==> src/rtl/trisc_ctrl_pkg.sv <==
// trisc_ctrl_pkg
//   Shared definitions for the TRISC control sequencer:
//   - state_t : 4-bit sequencer state encoding (visible on the debug port)
//   - opc_t   : compact opcode latched in DECODE for the execute states
//   - OP_*    : bit positions of each instruction in the one-hot dec vector
//   - DEFAULT_TIMEOUT_CYCLES : default memory-ack timeout
package trisc_ctrl_pkg;

  typedef enum logic [3:0] {
    S_FETCH_ADDR = 4'd0,
    S_FETCH_MEM  = 4'd1,
    S_DECODE     = 4'd2,
    S_EXEC_ADDR  = 4'd3,
    S_MEM_RD     = 4'd4,
    S_WB_LDA     = 4'd5,
    S_WB_ADD     = 4'd6,
    S_MEM_WR     = 4'd7,
    S_EXEC_1     = 4'd8,
    S_HALT       = 4'd9
  } state_t;

  typedef enum logic [2:0] {
    OPC_NONE = 3'd0,
    OPC_LDA  = 3'd1,
    OPC_STA  = 3'd2,
    OPC_ADD  = 3'd3,
    OPC_INC  = 3'd4,
    OPC_CLR  = 3'd5,
    OPC_JMP  = 3'd6
  } opc_t;

  localparam int OP_LDA = 0;
  localparam int OP_STA = 1;
  localparam int OP_ADD = 2;
  localparam int OP_INC = 5;
  localparam int OP_CLR = 6;
  localparam int OP_JMP = 7;
  localparam int OP_HLT = 10;

  localparam int DEFAULT_TIMEOUT_CYCLES = 15;

endpackage

==> src/rtl/trisc_control_unit.sv <==
// trisc_control_unit
//   Multi-cycle fetch/decode/execute sequencer for the TRISC accumulator CPU.
//   Issues all datapath strobes and handshakes with single-port memory.
//
// Parameters
//   TIMEOUT_CYCLES : unacknowledged wait cycles before an access is aborted
//                    (0 disables the timeout, range 0-255)
// Ports
//   clk, reset      : clock (rising edge), asynchronous active-high reset
//   dec[0:15]       : one-hot decoded opcode from the external decoder
//   mem_ack         : memory completes the current access this cycle
//   mem_req, mem_we : memory request and write qualifier
//   addr_sel        : MAR source (0 = PC, 1 = IR operand)
//   mar_load, ir_load, pc_inc, pc_load, mdr_load : datapath register strobes
//   acc_load, acc_add, acc_inc, acc_clr          : accumulator operations
//   halted          : high while in HALT
//   illegal_op      : pulse on unsupported / non-one-hot dec in DECODE
//   bus_err         : pulse when a memory access times out
//   instr_done      : pulse in the last cycle of each retired instruction
//   state           : current state encoding (debug)
module trisc_control_unit
  import trisc_ctrl_pkg::*;
#(
  parameter int TIMEOUT_CYCLES = DEFAULT_TIMEOUT_CYCLES
) (
  input  logic        clk,
  input  logic        reset,
  input  logic [0:15] dec,
  input  logic        mem_ack,
  output logic        mem_req,
  output logic        mem_we,
  output logic        addr_sel,
  output logic        mar_load,
  output logic        ir_load,
  output logic        pc_inc,
  output logic        pc_load,
  output logic        mdr_load,
  output logic        acc_load,
  output logic        acc_add,
  output logic        acc_inc,
  output logic        acc_clr,
  output logic        halted,
  output logic        illegal_op,
  output logic        bus_err,
  output logic        instr_done,
  output logic [3:0]  state
);

  localparam logic [7:0] TO_LIMIT  = 8'(TIMEOUT_CYCLES);
  localparam logic       TO_ENABLE = (TIMEOUT_CYCLES != 0);

  state_t     state_reg, state_next;
  opc_t       op_reg, op_next;
  logic [7:0] cnt_reg, cnt_next;

  logic dec_onehot;
  logic timed_out;

  // Exactly one bit set: nonzero and clearing the lowest set bit leaves zero.
  assign dec_onehot = (dec != 16'd0) && ((dec & (dec - 16'd1)) == 16'd0);

  // The counter value itself marks the abort cycle, so mem_req is already
  // low when bus_err fires and a late ack in that cycle has no effect.
  assign timed_out = TO_ENABLE && (cnt_reg == TO_LIMIT);

  always_ff @(posedge clk or posedge reset) begin
    if (reset) begin
      state_reg <= S_FETCH_ADDR;
      op_reg    <= OPC_NONE;
      cnt_reg   <= 8'd0;
    end else begin
      state_reg <= state_next;
      op_reg    <= op_next;
      cnt_reg   <= cnt_next;
    end
  end

  always_comb begin
    state_next = state_reg;
    op_next    = op_reg;
    cnt_next   = cnt_reg;
    mem_req    = 1'b0;
    mem_we     = 1'b0;
    addr_sel   = 1'b0;
    mar_load   = 1'b0;
    ir_load    = 1'b0;
    pc_inc     = 1'b0;
    pc_load    = 1'b0;
    mdr_load   = 1'b0;
    acc_load   = 1'b0;
    acc_add    = 1'b0;
    acc_inc    = 1'b0;
    acc_clr    = 1'b0;
    halted     = 1'b0;
    illegal_op = 1'b0;
    bus_err    = 1'b0;
    instr_done = 1'b0;

    case (state_reg)
      S_FETCH_ADDR: begin
        mar_load   = 1'b1;
        cnt_next   = 8'd0;
        state_next = S_FETCH_MEM;
      end

      S_FETCH_MEM: begin
        if (timed_out) begin
          bus_err    = 1'b1;
          state_next = S_FETCH_ADDR;
        end else begin
          mem_req = 1'b1;
          if (mem_ack) begin
            ir_load    = 1'b1;
            pc_inc     = 1'b1;
            state_next = S_DECODE;
          end else begin
            cnt_next = cnt_reg + 8'd1;
          end
        end
      end

      S_DECODE: begin
        if (!dec_onehot) begin
          illegal_op = 1'b1;
          instr_done = 1'b1;
          state_next = S_FETCH_ADDR;
        end else if (dec[OP_LDA]) begin
          op_next    = OPC_LDA;
          state_next = S_EXEC_ADDR;
        end else if (dec[OP_STA]) begin
          op_next    = OPC_STA;
          state_next = S_EXEC_ADDR;
        end else if (dec[OP_ADD]) begin
          op_next    = OPC_ADD;
          state_next = S_EXEC_ADDR;
        end else if (dec[OP_INC]) begin
          op_next    = OPC_INC;
          state_next = S_EXEC_1;
        end else if (dec[OP_CLR]) begin
          op_next    = OPC_CLR;
          state_next = S_EXEC_1;
        end else if (dec[OP_JMP]) begin
          op_next    = OPC_JMP;
          state_next = S_EXEC_1;
        end else if (dec[OP_HLT]) begin
          // HLT retires here; HALT itself keeps every strobe low.
          instr_done = 1'b1;
          state_next = S_HALT;
        end else begin
          illegal_op = 1'b1;
          instr_done = 1'b1;
          state_next = S_FETCH_ADDR;
        end
      end

      S_EXEC_ADDR: begin
        mar_load   = 1'b1;
        addr_sel   = 1'b1;
        cnt_next   = 8'd0;
        state_next = (op_reg == OPC_STA) ? S_MEM_WR : S_MEM_RD;
      end

      S_MEM_RD: begin
        if (timed_out) begin
          bus_err    = 1'b1;
          state_next = S_FETCH_ADDR;
        end else begin
          mem_req = 1'b1;
          if (mem_ack) begin
            mdr_load   = 1'b1;
            state_next = (op_reg == OPC_ADD) ? S_WB_ADD : S_WB_LDA;
          end else begin
            cnt_next = cnt_reg + 8'd1;
          end
        end
      end

      S_WB_LDA: begin
        acc_load   = 1'b1;
        instr_done = 1'b1;
        state_next = S_FETCH_ADDR;
      end

      S_WB_ADD: begin
        acc_add    = 1'b1;
        instr_done = 1'b1;
        state_next = S_FETCH_ADDR;
      end

      S_MEM_WR: begin
        if (timed_out) begin
          bus_err    = 1'b1;
          state_next = S_FETCH_ADDR;
        end else begin
          mem_req = 1'b1;
          mem_we  = 1'b1;
          if (mem_ack) begin
            instr_done = 1'b1;
            state_next = S_FETCH_ADDR;
          end else begin
            cnt_next = cnt_reg + 8'd1;
          end
        end
      end

      S_EXEC_1: begin
        acc_inc    = (op_reg == OPC_INC);
        acc_clr    = (op_reg == OPC_CLR);
        pc_load    = (op_reg == OPC_JMP);
        instr_done = 1'b1;
        state_next = S_FETCH_ADDR;
      end

      S_HALT: begin
        halted = 1'b1;
      end

      default: begin
        state_next = S_FETCH_ADDR;
      end
    endcase

    // Reset forces every output low immediately, even mid-access, without
    // waiting for the state register to settle.
    if (reset) begin
      {mem_req, mem_we, addr_sel, mar_load, ir_load, pc_inc, pc_load,
       mdr_load, acc_load, acc_add, acc_inc, acc_clr, halted, illegal_op,
       bus_err, instr_done} = 16'd0;
    end
  end

  assign state = reset ? 4'd0 : state_reg;

endmodule
==> config.mk <==
export PLATFORM = sky130hd
export DESIGN_NAME = trisc_control_unit
export DESIGN_NICKNAME = d
export VERILOG_FILES = /design/src/rtl/trisc_ctrl_pkg.sv /design/src/rtl/trisc_control_unit.sv
export SDC_FILE = /design/constraint.sdc
export NUM_CORES = 1
export LEC_CHECK = 0
export CAP_MARGIN = 10
export CORE_UTILIZATION = 37
export CTS_CLUSTER_SIZE = 8
export DETAILED_ROUTE_END_ITERATION = 10
export PLACE_DENSITY = 0.65
export SYNTH_ARGS = -nofsm -noshare
export SYNTH_HDL_FRONTEND = slang
export SYNTH_SLANG_ARGS = --single-unit
export TNS_END_PERCENT = 10
==> constraint.sdc <==
create_clock -name clk -period 4.5 [get_ports clk]
set_clock_uncertainty 0.05 [all_clocks]
set_input_delay 0.675 -clock clk [delete_from_list [all_inputs] [get_ports clk]]
set_output_delay 0.675 -clock clk [all_outputs]
set_load 0.02 [all_outputs]
## Yosys cells after proc, flatten, opt, wreduce, memory -nomap -nowiden

Cells that the tools add are included.

| storage, ports and cells | value |
|---|---|
| bits of input ports | 19 |
| logic and storage cells | 115 |
| bits in registers | 15 |

| cells by class | value |
|---|---|
| reduce and logical (&&, ||, !) cells | 12 |
| add/subtract/negate cells | 2 |
| mux-type cells | 76 |
| equality and inequality tests | 20 |
| bitwise operators | 2 |

Operators with widths:

| cell | count |
|---|---|
| $mux W4 | 15 |
| $mux W1 | 48 |
| $pmux W4 S7 | 1 |
| $mux W3 | 6 |
| $and A16 B16 Y16 | 1 |
| $eq A4 B3 Y1 const B | 4 |
| $logic_not A16 Y1 | 1 |
| $mux W8 | 2 |
| $pmux W8 S2 | 1 |
| $reduce_bool A16 Y1 | 1 |
| $sub A16 B1 Y16 const B | 1 |
| $eq A3 B3 Y1 const B | 3 |
| $ne A3 B3 Y1 const B | 3 |
| $add A8 B1 Y8 const B | 1 |
| $eq A4 B2 Y1 const B | 2 |
| $eq A4 B4 Y1 const B | 2 |
| $eq A8 B4 Y1 const B | 1 |
| $eq A3 B2 Y1 const B | 2 |
| $reduce_and A3 Y1 | 2 |
| $reduce_bool A6 Y1 | 1 |
| $reduce_or A3 Y1 | 2 |
| $eq A4 B1 Y1 const B | 1 |
| $logic_not A4 Y1 | 1 |
| $mux W2 | 2 |
| other kinds (7) | 8 |

## Longest topological paths before layout

| depth | value |
|---|---|
| depth after elaboration | 10 |
| gate-level depth with buffers | 8 |
| depth with buffers taken out | 6 |

## Worst setup path after synthesis

No wires, ideal clock.

| timing path | value |
|---|---|
| kind | input-to-output |
| start point | input port dec[15] (netlist name) |
| end point | output port illegal_op |
| stages | 7 |
| arrival | 2.973 ns |
| setup slack | 0.802 ns |
| buffers on the path | 1 |
| cells stage by stage | or4_4 -> or4_1 -> buf_2 -> o22a_1 -> a21oi_2 -> or4b_4 -> o211a_1 |

| on the way | value |
|---|---|
| word-level cells in the longest chain between the ends | 7 |
| elaborated cells between the ends (all ways) | 8 |
| those cells by class | 1 x add/sub; 3 x mux; 1 x bitwise; 3 x reduce/logical |

Ends and longest elaborated chain:

| what | RTL line | text |
|---|---|---|
| start, declared | trisc_control_unit.sv:28 | `input logic [0:15] dec,` |
| $sub A16 B1 Y16 | trisc_control_unit.sv:60 | `assign dec_onehot = (dec != 16'd0) && ((dec & (dec - 16'd1)) == 16'd0);` |
| $and A16 B16 Y16 | trisc_control_unit.sv:60 |  |
| $logic_not A16 Y1 | trisc_control_unit.sv:60 |  |
| $logic_and A1 B1 Y1 * | trisc_control_unit.sv:60 |  |
| $mux W1 * | trisc_control_unit.sv:123 | `if (!dec_onehot) begin` |
| $mux W1 * | trisc_control_unit.sv:99 | `case (state_reg)` |
| $mux W1 * | trisc_control_unit.sv:225 | `if (reset) begin` |
| end, declared | trisc_control_unit.sv:43 | `output logic illegal_op,` |

Mark *: on every way between the ends. The rest lies on a longest branch, timed or not.

## Final worst setup path

Ends and elaborated chain as after synthesis.

==> run summary <==
Post-synth top cells: 18 x nor2_1, 15 x dfrtp_1, 12 x nor3_1, 11 x nand2_1
RR Startpoint: state_reg[0]
Leak: 0.739 nW
Number of global-route vias before repair: 1327
Die Area: 3790 sq um
Initial Utilization: 0.390
Tot Pwr: 0.566 mW
Synth area leaders: dfrtp_1 29%, nor2_1 5.1%, nor3_1 4.6%
Post-cts hold buffer count: 0
Via count: 1411
Top-count cell post-synth: nor2_1
Vias per inst: 5.47
H-tree level count: 1
Share of layout cells above drive strength 1: 0.123
I/O Pins: 39
Synth cell types: 48
Reg clk slew, reported paths: 0.08 ns
HP Class: reg -> reg
Routability congestion estimate: 0.803
R2r setup slk: 2.32 ns
Layout area overhead: 39.5%
Nets: 233
Core Area: 3360 sq um
Filler cells: 351
Gr usage total: 0.199
Number of flops mapped to enable cells by yosys: 0
Syn nets: 187
Avg Cell Area, Syn: 7.86 sq um
Chip width: 61.6 um
WL/cell: 12.8 um
Crit path launch type: primary input
Max clock buf depth: 2
DRT Wirelength: 3.30 mm
TritonRoute pass-1 iters: 4
Primary FF master, synth: dfrtp_1
CTS tree: built
Hold Vio Cnt, Final: 0
Final setup fails: 0
Max-cap violations: 0
Final antenna-violating net count: 0
Critical Path RT: 3.77 ns
Wire length of the first global-routing pass: 5.76 mm
Post-synthesis register bit count: 15
DRT iter0 DRCs: 81
Largest net degree at the start of global routing: 14
Synth warnings: 0
Max Slew Vio Count: 0
Num CTS Buffers: 3
Register area: 375 sq um
Max VDD drop: 0.100 mV
Initial antenna violation count: 0
Status: finished clean
Root Driver: clkbuf_4
CP arrival: 3.63 ns
Height of the chip: 61.6 um
Minimum clock period after layout: 4.36 ns
Core Util, Final: 0.544
Post-synth ARST share: 1.00
Post-synthesis sequential area ratio: 0.286
RSZ-0062 raised after global routing: no
Period utilization: 0.968
Remaining Overflow, GRT: 0
Flip-flop count of the largest register after layout: 8
DRC errors left: 0
Crit-path max FO: 6
Clock sinks: 15
CP startpoint: dec[15]
Clock latency on the worst-skew pair: 0.29 ns
Post-Synthesis Cells: 167
Cell taking the most area after synthesis: dfrtp_1
Slew margin rel.: 0.661
Synth top area share: 0.286
Fmax: 230 MHz
PnR worst setup slack: 0.145 ns
Hold Path Origin: cnt_reg[0]
Crit Path Class: in -> out
Port Buf Inserts: 38
Row count: 21
Ratio of total power to cell area: 309 nW/um^2
Hpwl dp: 2.71 mm
Netlist Area Pre-Place: 1310 sq um
Setup crit end kind: primary output
Pre-CTS setup slack: -0.0691 ns
Least-Margin Pin Slew: 0.507 ns
Number of inserted diodes: 0
Multi-input logic area: 872 sq um
[per-layer routing]
layer	GRT usage	vias up	routed length, um
met3	0.0294	2	126
li1	-	716	-
met5	0	-	0
met4	0.0317	0	10
met2	0.353	39	1580
met1	0.258	654	1580
[critical path, stage by stage]
cell and delay, ns:
clkdlybuf4s50_1 0.43, or4_4 0.54, or4_1 0.61, o22a_1 0.23, a21oi_2 0.11, or4b_4 0.47
o211a_1 0.24, dlygate4sd2_1 0.32
[path summary, 6_finish.rpt]
path,end,depth (start not counted)
max in group asynchronous,state_reg[2],3
min in group asynchronous,cnt_reg[5],2
max,illegal_op,8
max reg2reg,cnt_reg[6],7
min,cnt_reg[0],1
min reg2reg,cnt_reg[0],1
[power by group]
| group | internal [mW] | switching, mW |
|---|---|---|
| combinational | 0.132 | 0.169 |
| clock | 0.0330 | 0.0433 |
| sequential | 0.153 | 0.0358 |
[through the flow]
step | instance area, sq um | hold slack, ns | TNS (ns) | instances
2_1_floorplan | 1310 | 0.420 | 0 | 167
3_3_place_gp | 1800 | 0.434 | -0.0127 | 254
3_5_place_dp | 1800 | 0.452 | -0.0691 | 254
5_1_grt | 1830 | 0.495 | 0 | 258
4_1_cts | 1830 | 0.465 | 0 | 258
6_report | 1830 | 0.462 | 0 | 258
[layout make-up]
type / count / share of cell area
Sequential cell: 15 / 0.205
Inverter: 7 / 0.0144
Clock inverter: 1 / 0.00273
Tap cell: 46 / 0.0314
Timing Repair Buffer: 50 / 0.258
Clock buffer: 3 / 0.0123
Multi-Input combinational cell: 136 / 0.476
[cell usage in the layout (no fill, tap or decap), types with 2 or more instances in the layout]
cell / Yosys / layout
clkdlybuf4s50_1: 0 / 36
nor2_1: 18 / 18
dfrtp_1: 15 / 15
nor3_1: 12 / 12
buf_4: 1 / 12
nand2_1: 11 / 11
o21ai_0: 8 / 8
nand3_1: 8 / 8
inv_1: 7 / 7
a21oi_1: 7 / 7
xor2_1: 6 / 6
nor4_1: 5 / 5
a211oi_1: 5 / 5
and2_1: 4 / 4
or3_1: 4 / 4
o21a_1: 3 / 3
nand4_1: 3 / 3
nand2b_1: 3 / 3
nor2b_1: 3 / 3
o31ai_2: 3 / 3
clkbuf_4: 0 / 3
and3_1: 2 / 2
or4_1: 2 / 2
o21bai_1: 2 / 2
o31a_1: 2 / 2
nor3b_1: 2 / 2
mux2_2: 2 / 2
[repair_timing]
action | CTS | global route
buffers inserted | 0 | 0
resized for setup | 1 | 1
endpoints found under the setup margin | 1 | 1
[kinds of logic (layout without fill, tap and decap cells)]
family | Yosys count | in the layout | share of synthesized area
flip-flops | 15 | 15 | 0.286
buffers and inverters | 16 | 61 | 0.0496
AND/OR/NAND/NOR | 82 | 82 | 0.339
adder cells (fa/ha/maj) | 2 | 2 | 0.0172
AO/OA/AOI/OAI | 41 | 41 | 0.228
multiplexers | 4 | 4 | 0.0334
XOR/XNOR | 7 | 7 | 0.0467
Note: power is estimated with default switching activity, not from simulation.
